==> config.mk <==
export PLATFORM = sky130hd
export DESIGN_NAME = branch_resolver
export DESIGN_NICKNAME = d
export VERILOG_FILES = /design/src/rtl/branch_resolver.sv
export SDC_FILE = /design/constraint.sdc
export NUM_CORES = 1
export LEC_CHECK = 0
export CAP_MARGIN = 10
export CORE_MARGIN = 3
export CORE_UTILIZATION = 45
export DETAILED_ROUTE_END_ITERATION = 10
export PLACE_DENSITY = 0.88
export SYNTH_ARGS = -nofsm -noshare
export SYNTH_HDL_FRONTEND = slang
export SYNTH_SLANG_ARGS = --single-unit
==> constraint.sdc <==
create_clock -name clk -period 4.3 [get_ports clk]
set_clock_uncertainty 0.2 [all_clocks]
set_input_delay 0.645 -clock clk [delete_from_list [all_inputs] [get_ports clk]]
set_output_delay 0.645 -clock clk [all_outputs]
set_load 0.02 [all_outputs]
==> src/rtl/branch_resolver.sv <==
// EX-stage branch resolution: holds the branch in the EX register, works out the real outcome,
// raises the flush and redirect PC on a mispredict, and keeps saturating branch/mispredict counters.
module branch_resolver #(
    parameter int CNT_WIDTH = 16
) (
    input  logic                 clk,
    input  logic                 rst,
    input  logic                 PL_stall,
    input  logic                 B_type_id,
    input  logic                 beq_id,
    input  logic                 bne_id,
    input  logic                 blt_id,
    input  logic                 bge_id,
    input  logic                 bltu_id,
    input  logic                 bgeu_id,
    input  logic [31:0]          pc_id,
    input  logic [31:0]          imme_id,
    input  logic                 B_type_prediction_result_id,
    input  logic [31:0]          rs1_data_ex,
    input  logic [31:0]          rs2_data_ex,
    output logic                 B_type_branch_failed,
    output logic                 beq_branch_failed,
    output logic                 bne_branch_failed,
    output logic                 blt_branch_failed,
    output logic                 bge_branch_failed,
    output logic                 bltu_branch_failed,
    output logic                 bgeu_branch_failed,
    output logic [31:0]          pc_branch_filled,
    output logic                 B_type_prediction_result_branch_failed,
    output logic                 corrected_result,
    output logic                 PL_flush,
    output logic [31:0]          redirect_pc,
    output logic [CNT_WIDTH-1:0] branch_cnt,
    output logic [CNT_WIDTH-1:0] mispredict_cnt
);

    localparam logic [CNT_WIDTH-1:0] CNT_MAX = '1;
    localparam logic [CNT_WIDTH-1:0] CNT_ONE = {{(CNT_WIDTH-1){1'b0}}, 1'b1};

    logic                 r_b_type, r_beq, r_bne, r_blt, r_bge, r_bltu, r_bgeu;
    logic [31:0]          r_pc;
    logic [31:0]          r_imme;
    logic                 r_pred;
    logic [CNT_WIDTH-1:0] r_branch_cnt;
    logic [CNT_WIDTH-1:0] r_mispredict_cnt;

    logic w_eq, w_lt_s, w_lt_u;
    logic w_taken, w_flush, w_retire;

    assign w_eq   = (rs1_data_ex == rs2_data_ex);
    assign w_lt_s = ($signed(rs1_data_ex) < $signed(rs2_data_ex));
    assign w_lt_u = (rs1_data_ex < rs2_data_ex);

    assign w_taken = r_b_type & ((r_beq  &  w_eq)   | (r_bne  & ~w_eq)   |
                                 (r_blt  &  w_lt_s) | (r_bge  & ~w_lt_s) |
                                 (r_bltu &  w_lt_u) | (r_bgeu & ~w_lt_u));
    assign w_flush  = r_b_type & (w_taken != r_pred);
    // A flush retires the branch even under stall, since the bubble replaces it.
    assign w_retire = r_b_type & (~PL_stall | w_flush);

    always_ff @(posedge clk or posedge rst) begin
        if (rst) begin
            r_b_type <= 1'b0;
            r_beq    <= 1'b0;
            r_bne    <= 1'b0;
            r_blt    <= 1'b0;
            r_bge    <= 1'b0;
            r_bltu   <= 1'b0;
            r_bgeu   <= 1'b0;
            r_pc     <= 32'd0;
            r_imme   <= 32'd0;
            r_pred   <= 1'b0;
        end else if (w_flush) begin
            r_b_type <= 1'b0;
            r_beq    <= 1'b0;
            r_bne    <= 1'b0;
            r_blt    <= 1'b0;
            r_bge    <= 1'b0;
            r_bltu   <= 1'b0;
            r_bgeu   <= 1'b0;
        end else if (!PL_stall) begin
            r_b_type <= B_type_id;
            r_beq    <= beq_id;
            r_bne    <= bne_id;
            r_blt    <= blt_id;
            r_bge    <= bge_id;
            r_bltu   <= bltu_id;
            r_bgeu   <= bgeu_id;
            r_pc     <= pc_id;
            r_imme   <= imme_id;
            r_pred   <= B_type_prediction_result_id;
        end
    end

    always_ff @(posedge clk or posedge rst) begin
        if (rst) begin
            r_branch_cnt     <= '0;
            r_mispredict_cnt <= '0;
        end else if (w_retire) begin
            if (r_branch_cnt != CNT_MAX) r_branch_cnt <= r_branch_cnt + CNT_ONE;
            if (w_flush && (r_mispredict_cnt != CNT_MAX))
                r_mispredict_cnt <= r_mispredict_cnt + CNT_ONE;
        end
    end

    assign B_type_branch_failed                   = r_b_type;
    assign beq_branch_failed                      = r_beq;
    assign bne_branch_failed                      = r_bne;
    assign blt_branch_failed                      = r_blt;
    assign bge_branch_failed                      = r_bge;
    assign bltu_branch_failed                     = r_bltu;
    assign bgeu_branch_failed                     = r_bgeu;
    assign pc_branch_filled                       = r_pc;
    assign B_type_prediction_result_branch_failed = r_pred;
    assign corrected_result                       = w_taken;
    assign PL_flush                               = w_flush;
    assign redirect_pc    = w_taken ? (r_pc + r_imme) : (r_pc + 32'd4);
    assign branch_cnt     = r_branch_cnt;
    assign mispredict_cnt = r_mispredict_cnt;

endmodule
Word level (Yosys, flattened, before mapping)

Index checks and enable logic that the tools add are counted.
Widths: inputs -> output; s select.

Shift operators: 0
Multiply operators: 0
Order comparisons: 2
Bitwise gates (word level): 20
Equal/unequal tests: 5
Reductions and logical operators: 4
Add/sub/neg operators: 4
Div/mod/pow operators: 0
Mux-type cells: 15

Operators with widths:

| operator              | number |
|---|---|
| $lt 32x32->1          | 2 |
| $add 16x1->16 const B | 2 |
| $add 32x3->32 const B | 1 |
| $add 32x32->32        | 1 |
| $eq 32x32->1          | 1 |
| $mux 32               | 1 |
| $ne 16x16->1 const B  | 2 |
| $mux 1                | 14 |
| $and 1x1->1           | 9 |
| $or 1x1->1            | 6 |
| $reduce_and 2->1      | 3 |
| $not 1->1             | 5 |
| $ne 2x1->1 const B    | 1 |
| $logic_and 1x1->1     | 1 |
| $ne 1x1->1            | 1 |

Bits in writable memories: 0
Logic and storage cells: 62
ROM bits: 0
Memories kept: 0
Latch bits: 0
Bits in registers: 104
Input bits: 139
Output and inout port bits: 106

Logic depth before layout (Yosys ltp)

Word-level depth: 14
Mapped depth: 14
Mapped depth without buffers: 12

Least setup slack after synthesis

Ideal clock, no wire load.

Path kind: input to output
From: input port rs2_data_ex[1]
To: output port redirect_pc[25]
Data arrival time: 3341 ps
Path slack: 114 ps
Path buffers: 1
Stages: 12
Required time: 3455 ps
Path through: inv_1 -> ha_1 -> nor2b_1 -> o211ai_1 -> a2111oi_1 -> o41ai_2 -> nand3_1 -> mux2_2 -> o21ai_1 -> clkbuf_1 -> nor2_1 -> a21oi_1

Word-level cells in the longest chain between the ends: 10
Elaborated cells on any way between the ends: 19
Those cells by class: order compare: 2; eq/ne: 1; mux: 1; bitwise: 15

Ends and longest elaborated chain:

| element                                                              | RTL line | source |
|---|---|---|
| start, declared                                                      | 20       | `input logic [31:0] rs2_data_ex,` |
| parallel branches: the longest is 7 deep, another holds $lt 32x32->1 | n/a      |  |
| $or 1x1->1 (*)                                                       | 56       | `(r_bltu & w_lt_u) \| (r_bgeu & ~w_lt_u));` |
| $and 1x1->1 (*)                                                      | 54       | `assign w_taken = r_b_type & ((r_beq & w_eq) \| (r_bne & ~w_eq) \|` |
| $mux 32 (*)                                                          | 117      | `assign redirect_pc = w_taken ? (r_pc + r_imme) : (r_pc + 32'd4);` |
| end, declared                                                        | 32       | `output logic [31:0] redirect_pc,` |

Every way passes the cells marked *.

Worst setup path in the final report

From: input port rs2_data_ex[12]
To: output port redirect_pc[16]

The elaborated chain is that of the path after synthesis.

==> results.md <==
* Status: complete, no violations
* CP Capture Type: output pin
* Std-Cell Rows at 47
* CP Max Fanout at 7
* Initial DRC count at 329
* Die area at 18,800 µm²
* Share of the synthesized area in the top cell type at 33.7%
* DR pass1 iterations at 7
* Area growth, synth to finish at 50.1%
* IO buf count at 244
* Netlist cell types at 66
* Cell Area, Synth at 7710 µm²
* CP Launch Type: input pin
* DR WL/cell at 18.8 µm
* Post-Layout Cell Count at 1,342
* Fmax achieved at 0.235 GHz
* Power Total at 10.1 mW
* Gr usage total at 26.1%
* Synth Net Count at 1,022
* Hold Fails Final Rpt at 0
* CTS buffer count at 9
* Final Wtd Congestion at 0.870
* Count leader, synth: dfrtp_1
* Pins Over Slew Limit at 0
* IO Pins at 245
* Register-to-Register Setup Slack at 1180 ps
* DRC at 0
* Clock root cell: clkbuf_16
* Slew Limit Headroom at 60.3%
* Final Cycle Share at 98.9%
* Synth top area cells: dfrtp_1, ha_1, mux2_1
* H-tree Lvls at 3
* CP Class: in2out
* CTS hold repair buffers at 0
* Max Cap Viol at 0
* Synth async-reset ratio at 100%
* Multi-input logic area at 5250 µm²
* Min Tclk post-route at 4250 ps
* Hold Path Origin: mispredict_cnt[12]
* DP HPWL at 17.5 mm
* Data required time at the worst endpoint at 3450 ps
* Main flop type after synthesis: dfrtp_1
* Fillers at 1,221
* Sequential area share after synthesis at 33.7%
* Share of cells above drive strength 1 at 22.6%
* CP arrival at 3410 ps
* Synth Instances at 816
* Maximum vdd drop at 0.000708 V
* Initial Utilization at 46.2%
* Worst-margin pin slew at 595 ps
* Final number of setup-violating endpoints at 0
* Largest net degree at the start of global routing at 105
* Width of the die at 137 µm
* Initial antenna violation count at 3
* Via density at 5.69
* Routed vias at 7,639
* Number of synthesized flops with an enable pin at 0
* Hold crit path type: reg2reg
* Routed WL at 25.2 mm
* Placed insts at 1,305
* CTS tree: done
* Reg2reg start: bne_branch_failed
* Synth warn at 0
* Post-synth top cells: dfrtp_1, nand2_1, a21oi_1, ha_1, inv_1
* Final Util at 69.3%
* Global-route wire length before repair at 39.0 mm
* Pleak at 5.14 nW
* Congestion Overflow GR at 0
* Syn Area/Cell at 9.45 µm²
* Register Area at 2600 µm²
* Vias in the first global route at 7,774
* Final Net Count at 1,323
* Worst-Skew Late Latency at 350 ps
* Die boundary height at 137 µm
* Detail Route Antenna Nets at 0
* Worst Setup SP: rs2_data_ex[12]
* Core outline area at 16,700 µm²
* Worst-path clk slew at 70 ps
* Place WS at -827 ps
* Leading area contributor after synthesis: dfrtp_1
* PnR worst setup slack at 48.8 ps
* Yosys reg bits at 104
* Antenna cells at 0
* Sink Count at 104
* CTS max path bufs at 2
* Power Density at 869 nW/µm²
* Dpl cell area at 10,700 µm²
* Post-Layout Inst Area at 11,600 µm²
## cell type report
type / count / area share, %
tap: 220 / 2.38
multi-input combinational: 634 / 45.3
sequential: 104 / 22.5
inverter: 53 / 1.74
clock inverter: 6 / 0.638
clock buffer: 10 / 2.06
timing repair buffer: 315 / 25.4
## cells by family after synthesis
group / Yosys count / share of synthesized area (%)
simple gates: 236 / 15.9
compound gates: 164 / 13.5
flops: 104 / 33.7
xor+xnor: 84 / 9.54
mux: 83 / 11.9
buf+inv: 78 / 4.41
fa+ha+maj: 67 / 11.0
## worst max-delay path, stage by stage
cell,delay (ps)
clkbuf_2,90
inv_1,50
ha_1,260
nand4_1,140
buf_4,180
buf_6,120
a2111oi_4,340
o41ai_4,140
buf_4,170
and3_4,160
nor2_4,110
o21ai_4,80
buf_12,180
buf_12,150
buf_16,140
o31a_1,310
buf_6,130
## through the flow
step                      TNS [ps]  hold slack, ps
after detailed placement    -63020             280
final                            0             293
after floorplan                  0             262
after global routing         -35.3             311
after global placement      -54320             273
after CTS                        0             296
## routing by layer
metal	GRT usage, %	up-vias	share of wire (%)
li1	-	3557	-
met1	30.2	3647	39
met3	7.39	76	8.5
met5	0	-	0.15
met4	9.20	6	2.9
met2	46.0	353	50
## report_power, final
part | switching, mW | internal (mW) | total [mW]
sequential | 0.483 | 1.41 | 1.89
clock | 0.395 | 0.476 | 0.871
combinational | 3.98 | 3.32 | 7.30
## sequential cells by signal, indices dropped and copies added, names as in the netlist, 16 cells and up
register,count
branch_cnt,16
mispredict_cnt,16
pc_branch_filled,32
r_imme,32
## cells in the final DEF (no fill, tap or decap), types with 9 or more instances in the layout
| cell | n |
|---|---|
| dlygate4sd2_1 | 29 |
| ha_1 | 42 |
| inv_1 | 29 |
| ha_4 | 24 |
| clkbuf_16 | 9 |
| nor3_1 | 14 |
| o21ai_1 | 9 |
| clkdlybuf4s50_1 | 146 |
| dfrtp_1 | 104 |
| mux2_2 | 19 |
| mux2_1 | 50 |
| xnor2_1 | 40 |
| and3_1 | 15 |
| dlymetal6s2s_1 | 9 |
| o21ai_0 | 20 |
| nand3_1 | 31 |
| buf_2 | 21 |
| buf_6 | 10 |
| nand4_1 | 20 |
| a21o_1 | 11 |
| xor2_1 | 44 |
| buf_4 | 63 |
| clkbuf_2 | 24 |
| nand2_1 | 68 |
| inv_2 | 23 |
| a21oi_1 | 61 |
| nor2_1 | 32 |
| mux2i_1 | 10 |
## path summary, 6_finish.rpt
check                                      end  cells after the start
max                            redirect_pc[16]                     17
min                         mispredict_cnt[12]                      1
max reg2reg                          r_imme[8]                     10
min reg2reg                 mispredict_cnt[12]                      1
max in group asynchronous           r_imme[22]                      3
min in group asynchronous  pc_branch_filled[4]                      3
## timing repair
| item | in CTS | in global routing |
|---|---|---|
| resized for setup | 305 | 92 |
| buffers inserted | 13 | 3 |
| pin swaps | 40 | 35 |
| setup endpoints to repair | 99 | 99 |
| gates cloned | 6 | 0 |
Note: power is estimated with default switching activity, not from simulation.
